### src/rtl/multi_clock_divider_pkg.sv
// Shared types for the multi-channel clock divider.
// Build option: MULTI_CLOCK_DIVIDER_PWM_EN adds the PWM output mode and duty registers.
package mcd_pkg;

    localparam int MODE_W = 2;

    typedef enum logic [MODE_W-1:0] {
        MODE_TOGGLE = 2'd0,
        MODE_PULSE  = 2'd1,
        MODE_PWM    = 2'd2,
        MODE_RSVD   = 2'd3
    } mode_e;

endpackage

### src/rtl/multi_clock_divider_if.sv
// Configuration write bus shared by all divider channels. The per-channel
// write strobe is decoded by the top and handed to each channel separately.
// Build option: MULTI_CLOCK_DIVIDER_PWM_EN adds the duty field.
interface multi_clock_divider_if #(
    parameter int CNT_W = 26
);
    import mcd_pkg::*;

    logic [CNT_W-1:0]  div;
    logic [MODE_W-1:0] mode;
`ifdef MULTI_CLOCK_DIVIDER_PWM_EN
    logic [CNT_W-1:0]  duty;

    modport master (output div, mode, duty);
    modport slave  (input  div, mode, duty);
`else
    modport master (output div, mode);
    modport slave  (input  div, mode);
`endif

endinterface

### src/rtl/multi_clock_divider_channel.sv
// One divider channel: period counter, registered tick strobe and the
// mode-selected waveform. A write reloads the configuration and restarts
// the period, and takes priority over a coincident terminal count.
// Build option: MULTI_CLOCK_DIVIDER_PWM_EN enables PWM mode and the duty register.
module mcd_channel
    import mcd_pkg::*;
#(
    parameter int CNT_W    = 26,
    parameter int DIV_INIT = 1000000
) (
    input  logic                  clk_i,
    input  logic                  rst_i,
    input  logic                  run_i,
    input  logic                  wr_i,
    multi_clock_divider_if.slave  ld_if,
    output logic                  tick_o,
    output logic                  wave_o
);

    logic [CNT_W-1:0] count_q, count_d;
    logic [CNT_W-1:0] div_q;
    mode_e            mode_q;
    logic             tick_q, tick_d;
    logic             wave_q, wave_d;
    logic             term;
`ifdef MULTI_CLOCK_DIVIDER_PWM_EN
    logic [CNT_W-1:0] duty_q;
`endif

    // Next count, tick and wave; a frozen channel keeps its wave and drops tick.
    always_comb begin
        term    = (count_q == div_q);
        count_d = term ? '0 : count_q + 1'b1;
        tick_d  = run_i & term;
        wave_d  = wave_q;
        if (run_i) begin
            case (mode_q)
                MODE_TOGGLE: wave_d = wave_q ^ term;
                MODE_PULSE:  wave_d = term;
`ifdef MULTI_CLOCK_DIVIDER_PWM_EN
                // Compared against the new count so wave lines up with count_q.
                MODE_PWM:    wave_d = (count_d < duty_q);
`endif
                default:     wave_d = 1'b0;
            endcase
        end
    end

    // Channel state: reset, configuration write, then normal counting.
    always_ff @(posedge clk_i or posedge rst_i) begin
        if (rst_i) begin
            count_q <= '0;
            div_q   <= CNT_W'(DIV_INIT);
            mode_q  <= MODE_TOGGLE;
            tick_q  <= 1'b0;
            wave_q  <= 1'b0;
`ifdef MULTI_CLOCK_DIVIDER_PWM_EN
            duty_q  <= '0;
`endif
        end else if (wr_i) begin
            count_q <= '0;
            div_q   <= ld_if.div;
            mode_q  <= mode_e'(ld_if.mode);
            tick_q  <= 1'b0;
            wave_q  <= 1'b0;
`ifdef MULTI_CLOCK_DIVIDER_PWM_EN
            duty_q  <= ld_if.duty;
`endif
        end else begin
            tick_q <= tick_d;
            wave_q <= wave_d;
            if (run_i) begin
                count_q <= count_d;
            end
        end
    end

    assign tick_o = tick_q;
    assign wave_o = wave_q;

endmodule

### src/rtl/multi_clock_divider.sv
// Multi-channel programmable clock divider: write decode plus CH channel
// instances. Out-of-range channel indices match no channel and are dropped.
// Build option: MULTI_CLOCK_DIVIDER_PWM_EN enables PWM mode (duty input used).
module multi_clock_divider
    import mcd_pkg::*;
#(
    parameter int  CH       = 4,
    parameter int  CNT_W    = 26,
    parameter int  DIV_INIT = 1000000,
    localparam int CH_W     = (CH > 1) ? $clog2(CH) : 1
) (
    input  logic              CLK,
    input  logic              RESET,
    input  logic [CH-1:0]     run,
    input  logic              ld_valid,
    input  logic [CH_W-1:0]   ld_ch,
    input  logic [CNT_W-1:0]  ld_div,
    input  logic [MODE_W-1:0] ld_mode,
    input  logic [CNT_W-1:0]  ld_duty,
    output logic [CH-1:0]     tick,
    output logic [CH-1:0]     wave
);

    multi_clock_divider_if #(.CNT_W(CNT_W)) ld_bus ();

    assign ld_bus.div  = ld_div;
    assign ld_bus.mode = ld_mode;
`ifdef MULTI_CLOCK_DIVIDER_PWM_EN
    assign ld_bus.duty = ld_duty;
`else
    logic unused_duty;
    assign unused_duty = ^ld_duty;
`endif

    for (genvar gi = 0; gi < CH; gi++) begin : g_ch
        logic wr;
        assign wr = ld_valid && (ld_ch == CH_W'(gi));

        mcd_channel #(
            .CNT_W    (CNT_W),
            .DIV_INIT (DIV_INIT)
        ) u_ch (
            .clk_i  (CLK),
            .rst_i  (RESET),
            .run_i  (run[gi]),
            .wr_i   (wr),
            .ld_if  (ld_bus.slave),
            .tick_o (tick[gi]),
            .wave_o (wave[gi])
        );
    end

endmodule

### config.mk
export PLATFORM = sky130hd
export DESIGN_NAME = multi_clock_divider
export DESIGN_NICKNAME = d
export VERILOG_FILES = /design/src/rtl/multi_clock_divider_pkg.sv /design/src/rtl/multi_clock_divider_if.sv /design/src/rtl/multi_clock_divider_channel.sv /design/src/rtl/multi_clock_divider.sv
export SDC_FILE = /design/constraint.sdc
export NUM_CORES = 1
export LEC_CHECK = 0
export ABC_AREA = 1
export CORE_ASPECT_RATIO = 0.75
export CORE_MARGIN = 2
export CORE_UTILIZATION = 65
export DETAILED_ROUTE_END_ITERATION = 8
export PLACE_DENSITY = 0.86
export SKIP_LAST_GASP = 1
export SYNTH_ARGS = -nofsm -noshare
export SYNTH_HDL_FRONTEND = slang
export SYNTH_SLANG_ARGS = --single-unit
### constraint.sdc
create_clock -name CLK -period 11.7 [get_ports CLK]
set_input_delay 2.34 -clock CLK [delete_from_list [all_inputs] [get_ports CLK]]
set_output_delay 2.34 -clock CLK [all_outputs]
set_load 0.01 [all_outputs]
# --- After elaboration in Yosys (flattened, before gate mapping) ---
# Index checks and enable logic that the tools add are counted.
word_totals:
  register_bits: 224
  elab_cells: 84
  out_inout_bits: 8
  input_bits: 63
op_classes:
  bitwise: 8
  addsub: 4
  reduce_logical: 13
  n_mux: 28
  eq_ne: 11
op_table:
  columns: ["op", "n"]
  rows:
  - ["26-bit 2-to-1 mux", 12]
  - ["26-bit by 1-bit adder with 26-bit output, second input constant", 4]
  - ["26-bit == test", 4]
  - ["1-bit 2-to-1 mux", 12]
  - ["2-bit by 1-bit == test with 1-bit output, second input constant", 5]
  - ["2-bit logical NOT", 5]
  - ["1-bit case mux with 2 select lines", 4]
  - ["2-bit nonzero test", 4]
  - ["1-bit bitwise AND", 4]
  - ["2-bit == test, second input constant", 2]
  - ["1-bit logical AND", 4]
  - ["1-bit XOR", 4]

# --- Depth between registers and ports, before layout ---
# Gate-level depths: netlist (run 1).
depth:
  ltp_word: 5
  depth_mapped: 12

# --- By module ---
# From an unflattened synthesis (run 1), not the netlist that was laid out.
hier_totals:
  cells_unflattened: 1740
  hier_area_um2: 12361.9
by_module_without_submodules:
  columns: ["module", "area_each_um2", "cells_per_inst", "seq_area_each_um2", "instances"]
  rows:
  - ["mcd_channel", 3083.0, 433, 1410.1, 4]
  - ["multi_clock_divider", 30.0, 8, 0.0, 1]

# --- Least setup slack after synthesis (run 1) ---
# OpenSTA, ideal clock, no wires.
synth_path:
  path_kind: "in2reg"
  start: "input port run[2]"
  end: "register g_ch[2].u_ch.count_q[18]"
  required_time_ns: 11.629
  cell_stages: 10
  slack_ns: 8.202
  t_arrival_ns: 3.427
  n_path_buf: 1
  path_cell_list: "buf_2 inv_2 nand2_2 inv_2 nor2_1 nand2_1 nor2_2 nand2_1 xor2_1 nor2_1"
synth_between:
  elab_chain_len: 1
synth_lines:
  columns: ["element", "line", "text"]
  rows:
  - ["from (decl)", "multi_clock_divider.sv:14", "input logic [CH-1:0] run,"]
  - ["2-bit nonzero test (no source line)", null, null]
  - ["to (signal assigned)", "multi_clock_divider_channel.sv:73", "count_q <= count_d;"]
  - ["to (decl)", "multi_clock_divider_channel.sv:20", "logic [CNT_W-1:0] count_q, count_d;"]
# Every way passes these cells.
# A chain may end at the register's enable or synchronous reset.

# --- Final worst setup path (run 1) ---
layout_path:
  start: "input port ld_ch[1]"
  end: "register g_ch[0].u_ch.count_q[18]"
layout_between:
  elab_chain_len: 3
  word_cells_on_any_way: 4
  cone_classes: "mux: 1; reduce/logical: 3"
layout_lines:
  columns: ["element", "line", "text"]
  rows:
  - ["from (decl)", "multi_clock_divider.sv:16", "input logic [CH_W-1:0] ld_ch,"]
  - ["2-bit logical NOT *", "multi_clock_divider.sv:37", "assign wr = ld_valid && (ld_ch == CH_W'(gi));"]
  - ["1-bit logical AND *", "multi_clock_divider.sv:37", null]
  - ["26-bit 2-to-1 mux or 2-bit nonzero test (tied branches)", null, null]
  - ["to (signal assigned)", "multi_clock_divider_channel.sv:73", null]
  - ["to (decl)", "multi_clock_divider_channel.sv:20", null]
# Mark *: on every way between the ends. The rest lies on a longest branch, timed or not.

==> summary.txt, run 1 <==
Setup path
  – CP startpoint kind: primary input
  – FF-to-FF setup slack: between 9 and 10 ns
  – RR Endpoint: g_ch[2].u_ch.count_q[13]
  – Critical-path top delay cell: clkdlybuf4s50_1
  – Crit-path max cell delay: 0.54 ns
  – Crit path max-delay family: buffers and inverters
  – Worst Path Required: around 12 ns
  – Crit path max fanout: 67
  – Crit end category: flop
  – Most used cell along the critical path: nand2_1
  – Worst R2R Path Depth: 10
  – WP data arrival: just over 5 ns
  – Cells along the critical path: clkdlybuf4s50_1, inv_1, nand3_2, buf_4, nand2_1, inv_1, nor2_1, nand2_1, o21ai_0, nand2_1, nor2_1
  – WP buf/inv: 4
  – WS Path Type: primary input to flop
  – Reg2Reg Launch Point: g_ch[2].u_ch.div_q[18]

Timing
  – Setup total negative slack: 0 ns
  – Worst Tran Pin Value: approximately 1 ns
  – Layout Skew: 0.0113 ns
  – Achievable Freq: ~210 MHz
  – Setup ws final: between 6 and 7 ns
  – Final hold vios: 0
  – Final period utilization: 0.403
  – Final min period: between 4 and 5 ns
  – RSZ-0062 raised after global routing: false
  – Final Max Tran Viols: 0
  – Worst slew margin: 0.313
  – # setup viols final: 0

Floorplan
  – Core area: between 15,000 and 20,000 µm²
  – Die area: approximately 21,000 µm²
  – Die Span X: ~170 µm
  – Initial Util: 0.670
  – Rows: 44
  – I/O pins: between 70 and 80
  – Die height: 127 µm

Placement
  – IO Port Bufs: 44
  – Post-placement cell area: 13,600 µm²
  – RD Place Congestion: 0.923
  – Placed wire-length estimate: about 23,000 µm
  – Place WS: roughly 6.5 ns

Route
  – DRT Wirelength: roughly 33,000 µm
  – DR DRC count: 0
  – DR vias: about 12,000
  – DR pass1 iterations: 6
  – Routed WL per cell: between 15 and 20 µm
  – Iteration-0 DRC Markers: 1,166
  – Post-DR vias/cell: between 5 and 6
  – DRT antenna net count: 0

Synth
  – Cell variety after synth: 32
  – Adder-Cell Fraction of Synth Area: 0.00382
  – Seq/Total Area, Yosys: 0.431
  – Fraction of synthesized cell area in xor and xnor cells: 0.0810
  – Number of synthesized flops with an enable pin: 0
  – Post-Synthesis Cells: 1,866
  – #FFs+latches synth: 224
  – Post-Syn Area: 13,100 µm²
  – Main combinational cell family by area after synthesis: simple AND/OR/NAND/NOR gates
  – Mean post-synth cell area: 7.01 µm²
  – Post-synthesis mux area share: 0
  – Ys async rst share: 1.00
  – Prevailing post-synth register cell: dfrtp_1
  – Simple-Gate Fraction of Synth Area: 0.330
  – Post-synthesis compound-gate area fraction: 0.0566
  – Synth warnings: 0
  – Syn Nets: around 1,900

GRT
  – Grt ovf: 0
  – Vias in the first global route: approximately 11,000
  – Initial antenna violation count: 0
  – GRT Overall Usage: 0.321
  – First-pass GRT wire length: 54,400 µm
  – Largest net degree at the start of global routing: ~150

Job
  – Max_cap viols: 0

Final layout
  – Synth-to-layout area growth: 9.50%
  – Layout cell share with drive strength beyond 1: 0.0628
  – Commonest non-fill, non-tap cell in the layout: nand2_1
  – Most frequent cells in the layout: nand2_1, nor2_1, inv_1
  – Nets@finish: approximately 1,900
  – Final instance area: approximately 14,000 µm²
  – Final core occ: 0.733
  – N_diodes: 0

Clock tree
  – Clock Pin Slew Worst Setup and Hold Paths: approximately 0.060 ns
  – Post-CTS Resized: 0
  – Clk root buf: clkbuf_16
  – Worst-skew pair later-pin latency: approximately 0.52 ns
  – Sink Count: 224
  – CTS H-tree depth: 1
  – TritonCTS Buffers: 23
  – Clock buffer depth: 3
  – CTS tree: built
  – Hold Buf Count CTS: 0
  – Setup bufs post-CTS: 0

Power and ir drop
  – VDD IR max: ~0.16 mV
  – Leakage: 6.92 nW
  – PD cells: approximately 140 nW/µm²

Worst hold path
  – HP Class: flop to flop
  – Hold path startpoint: g_ch[0].u_ch.mode_q[0]
  – Hold endpoint: g_ch[0].u_ch.mode_q[0]
  – Hold path depth: 2

Status
  – Status: finished, final reports clean
-- layout make-up --
class	count	area [µm²]
clock buffers	36	674
clock inverters	5	55.1
fillers	1556	5220
inverters	259	980
multi-input cells	1322	6180
flip-flops and latches	224	5640
well taps	253	317
repair buffers	50	485
-- synthesized netlist by cell type, types with 12 or more instances --
cell type	number	share of area
nand2_1	637	0.18
nor2_1	260	0.075
inv_1	249	0.071
dfrtp_1	196	0.37
o21ai_0	129	0.049
xor2_1	81	0.054
nand3_1	66	0.025
xnor2_1	40	0.027
dfstp_2	28	0.056
nand4_1	28	0.013
clkbuf_1	26	0.0075
nor3_1	26	0.0099
nor2_2	24	0.011
buf_2	12	0.0046
-- report_power, final --
part	switching [mW]	internal, mW	leakage (nW)
logic	0.215	0.141	3.69
clock network	0.311	0.417	0.351
registers	0.0958	0.871	2.89
-- state kept, by name, summed over array words and instances (netlist names) --
signal             flops
g_ch.u_ch.count_q    104
g_ch.u_ch.div_q      104
g_ch.u_ch.mode_q       8
g_ch.u_ch.tick_o       4
g_ch.u_ch.wave_o       4
-- routing by layer --
metal  global-route usage  part of all wire  vias to the layer above
met2                0.518              0.46                      472
li1                     -                 -                     5695
met1                0.451              0.43                     5429
met3               0.0487             0.081                       73
met4                0.106             0.034                        0
met5                    0                 0                        -
-- worst reg2reg max path, delay by kind of cell, from the launching register on --
family	cells	cell delay, ns
AO/OA/AOI/OAI	1	0.47
flip-flops	1	0.54
AND/OR/NAND/NOR	7	0.91
buffers and inverters	2	0.35
-- stage by stage --
| step | hold WS, ns | instances | power, mW |
|---|---|---|---|
| detailed placement | 0.480 | 2108 | 1.33 |
| global route | 0.521 | 2149 | 2.15 |
| global placement | 0.471 | 2108 | 1.30 |
| floorplan | 0.454 | 1866 | 1.23 |
| CTS | 0.496 | 2149 | 2.05 |
| finish | 0.497 | 2149 | 2.05 |
-- cell families after synthesis --
group	Yosys count
flops	224
simple gates	1057
compound gates	140
xor+xnor	121
fa+ha+maj	4
buf+inv	320
-- how the worst max path moves through the flow --
stage                     startpoint                  endpoint  depth (start not counted)
after floorplan                RESET   g_ch[0].u_ch.count_q[0]                          1
after global placement      ld_ch[0]  g_ch[0].u_ch.count_q[18]                         11
after detailed placement    ld_ch[1]  g_ch[0].u_ch.count_q[18]                         11
after CTS                   ld_ch[1]  g_ch[0].u_ch.count_q[18]                         11
after global routing        ld_ch[0]  g_ch[0].u_ch.count_q[18]                         11
final                       ld_ch[1]  g_ch[0].u_ch.count_q[18]                         11
Power figures use the tool's default switching activity.
==> inputs of run 2 (changes only) <==
Settings changed: CORE_UTILIZATION 65 to 55, PLACE_DENSITY 0.86 to 0.77.
Clock period 11.7 ns to 3.9 ns, I/O delays scaled along.
==> summary.txt, run 2 (synthesized netlist as in run 1, its figures left out) <==
Status
  – Status: finished, final reports clean

Route
  – DRT Wirelength: between 30,000 and 40,000 µm
  – DRT antenna net count: 0
  – DR DRC count: 0
  – Routed WL per cell: ~15 µm
  – Post-DR vias/cell: a little over 5
  – DR pass1 iterations: 5
  – Iteration-0 DRC Markers: 964
  – DR vias: between 10,000 and 15,000

Clock tree
  – Sink Count: 224
  – Clock buffer depth: 3
  – CTS tree: built
  – Setup bufs post-CTS: 0
  – TritonCTS Buffers: 24
  – Hold Buf Count CTS: 0
  – Clock Pin Slew Worst Setup and Hold Paths: 0.06 ns
  – Clk root buf: clkbuf_16
  – Worst-skew pair later-pin latency: 0.53 ns
  – CTS H-tree depth: 1
  – Post-CTS Resized: 0

Power and ir drop
  – Leakage: between 7 and 8 nW
  – VDD IR max: approximately 0.37 mV
  – PD cells: around 440 nW/µm²

GRT
  – GRT Overall Usage: 0.274
  – Vias in the first global route: around 11,000
  – First-pass GRT wire length: around 54,000 µm
  – Initial antenna violation count: 2
  – Grt ovf: 0
  – Largest net degree at the start of global routing: about 100

Timing
  – Setup total negative slack: 0 ns
  – Final min period: 2.49 ns
  – Worst Tran Pin Value: 0.666 ns
  – Final Max Tran Viols: 0
  – Setup ws final: ~1.4 ns
  – Final period utilization: 0.639
  – Achievable Freq: between 400 and 500 MHz
  – Final hold vios: 0
  – RSZ-0062 raised after global routing: false
  – # setup viols final: 0
  – Worst slew margin: 0.554
  – Layout Skew: 0.0127 ns

Floorplan
  – Rows: 48
  – Core area: 23,200 µm²
  – Die Span X: 182 µm
  – Initial Util: 0.564
  – Die area: 25,100 µm²
  – Die height: about 140 µm
  – I/O pins: 71

Placement
  – Place WS: ~0.94 ns
  – Placed wire-length estimate: roughly 24,000 µm
  – IO Port Bufs: 44
  – RD Place Congestion: between 0.9 and 1

Final layout
  – N_diodes: 0
  – Synth-to-layout area growth: 11.4%
  – Regs by FF count: g_ch.u_ch.count_q x104, g_ch.u_ch.div_q x104, g_ch.u_ch.mode_q x8
  – Nets@finish: 1,953
  – Commonest non-fill, non-tap cell in the layout: nand2_1
  – Layout cell share with drive strength beyond 1: 0.0678
  – Most frequent cells in the layout: nand2_1, nor2_1, inv_1

Setup path
  – CP startpoint kind: primary input
  – Crit path max fanout: 12
  – Crit end category: flop
  – WP data arrival: approximately 2.9 ns
  – WS Path Type: primary input to flop
  – Worst Path Required: 4.35 ns

Job
  – Max_cap viols: 0

Worst hold path
  – HP Class: flop to flop
## run 2: cell types whose count changed in the layout (fill, tap and decap cells not counted)
cell | before | now
buf_4 | 6 | 9
bufinv_16 | 1 | 4
clkbuf_8 | 5 | 4
inv_8 | 1 | 0
clkinvlp_4 | 2 | 3
clkbuf_16 | 23 | 25
inv_6 | 0 | 1
clkbuf_1 | 8 | 6
buf_12 | 0 | 2
## run 2: through the flow
stage	utilization	cell area [µm²]	instances	hold slack (ns)	total power, mW
detailed placement	0.592	13700	2160	0.480	3.98
global placement	0.592	13700	2160	0.472	3.92
finish	0.629	14600	2204	0.491	6.43
CTS	0.629	14600	2204	0.495	6.47
floorplan	-	13100	1866	0.454	3.68
global route	0.629	14600	2204	0.519	6.77
## run 2: layer usage
metal / routed length, µm / up-vias / GRT usage
met4: 799 / 2 / 0.0650
met2: 14600 / 315 / 0.439
met5: 79 / - / 0.0240
met1: 15600 / 5305 / 0.396
li1: - / 5710 / -
met3: 2040 / 56 / 0.0367
## run 2: final timing paths
path                                        startpoint  cells after the start  slack, ns                        to
worst max-delay path                          ld_valid                     10       1.41  g_ch[2].u_ch.count_q[18]
worst min-delay path            g_ch[2].u_ch.mode_q[0]                      2       0.49    g_ch[2].u_ch.mode_q[0]
worst max register to register  g_ch[3].u_ch.div_q[19]                      9       1.70  g_ch[3].u_ch.count_q[18]
worst min register to register  g_ch[2].u_ch.mode_q[0]                      2       0.49    g_ch[2].u_ch.mode_q[0]
max in group asynchronous                        RESET                      3       2.35    g_ch[1].u_ch.div_q[14]
min in group asynchronous                        RESET                      2       0.66  g_ch[3].u_ch.count_q[25]
## run 2: power by group
group          total (mW)  switching [mW]  internal, mW
clock network        2.48           0.958          1.52
logic                1.06           0.629         0.429
registers            2.89           0.280          2.61
## run 2: worst max-delay path, cell delays in order
cell	delay, ns
clkdlybuf4s50_1	0.58
nand3_2	0.29
nand2_2	0.27
inv_2	0.14
nor2_1	0.23
nand2_1	0.14
nor2_2	0.16
nand2_1	0.08
xor2_1	0.14
nor2_1	0.12
## run 2: cell type report
class | instances | area [µm²]
clock inverter | 9 | 154
multi-input combinational | 1322 | 6180
timing repair buffer | 55 | 548
tap | 300 | 375
inverter | 259 | 976
sequential | 224 | 5640
fill | 2055 | 8610
clock buffer | 35 | 703
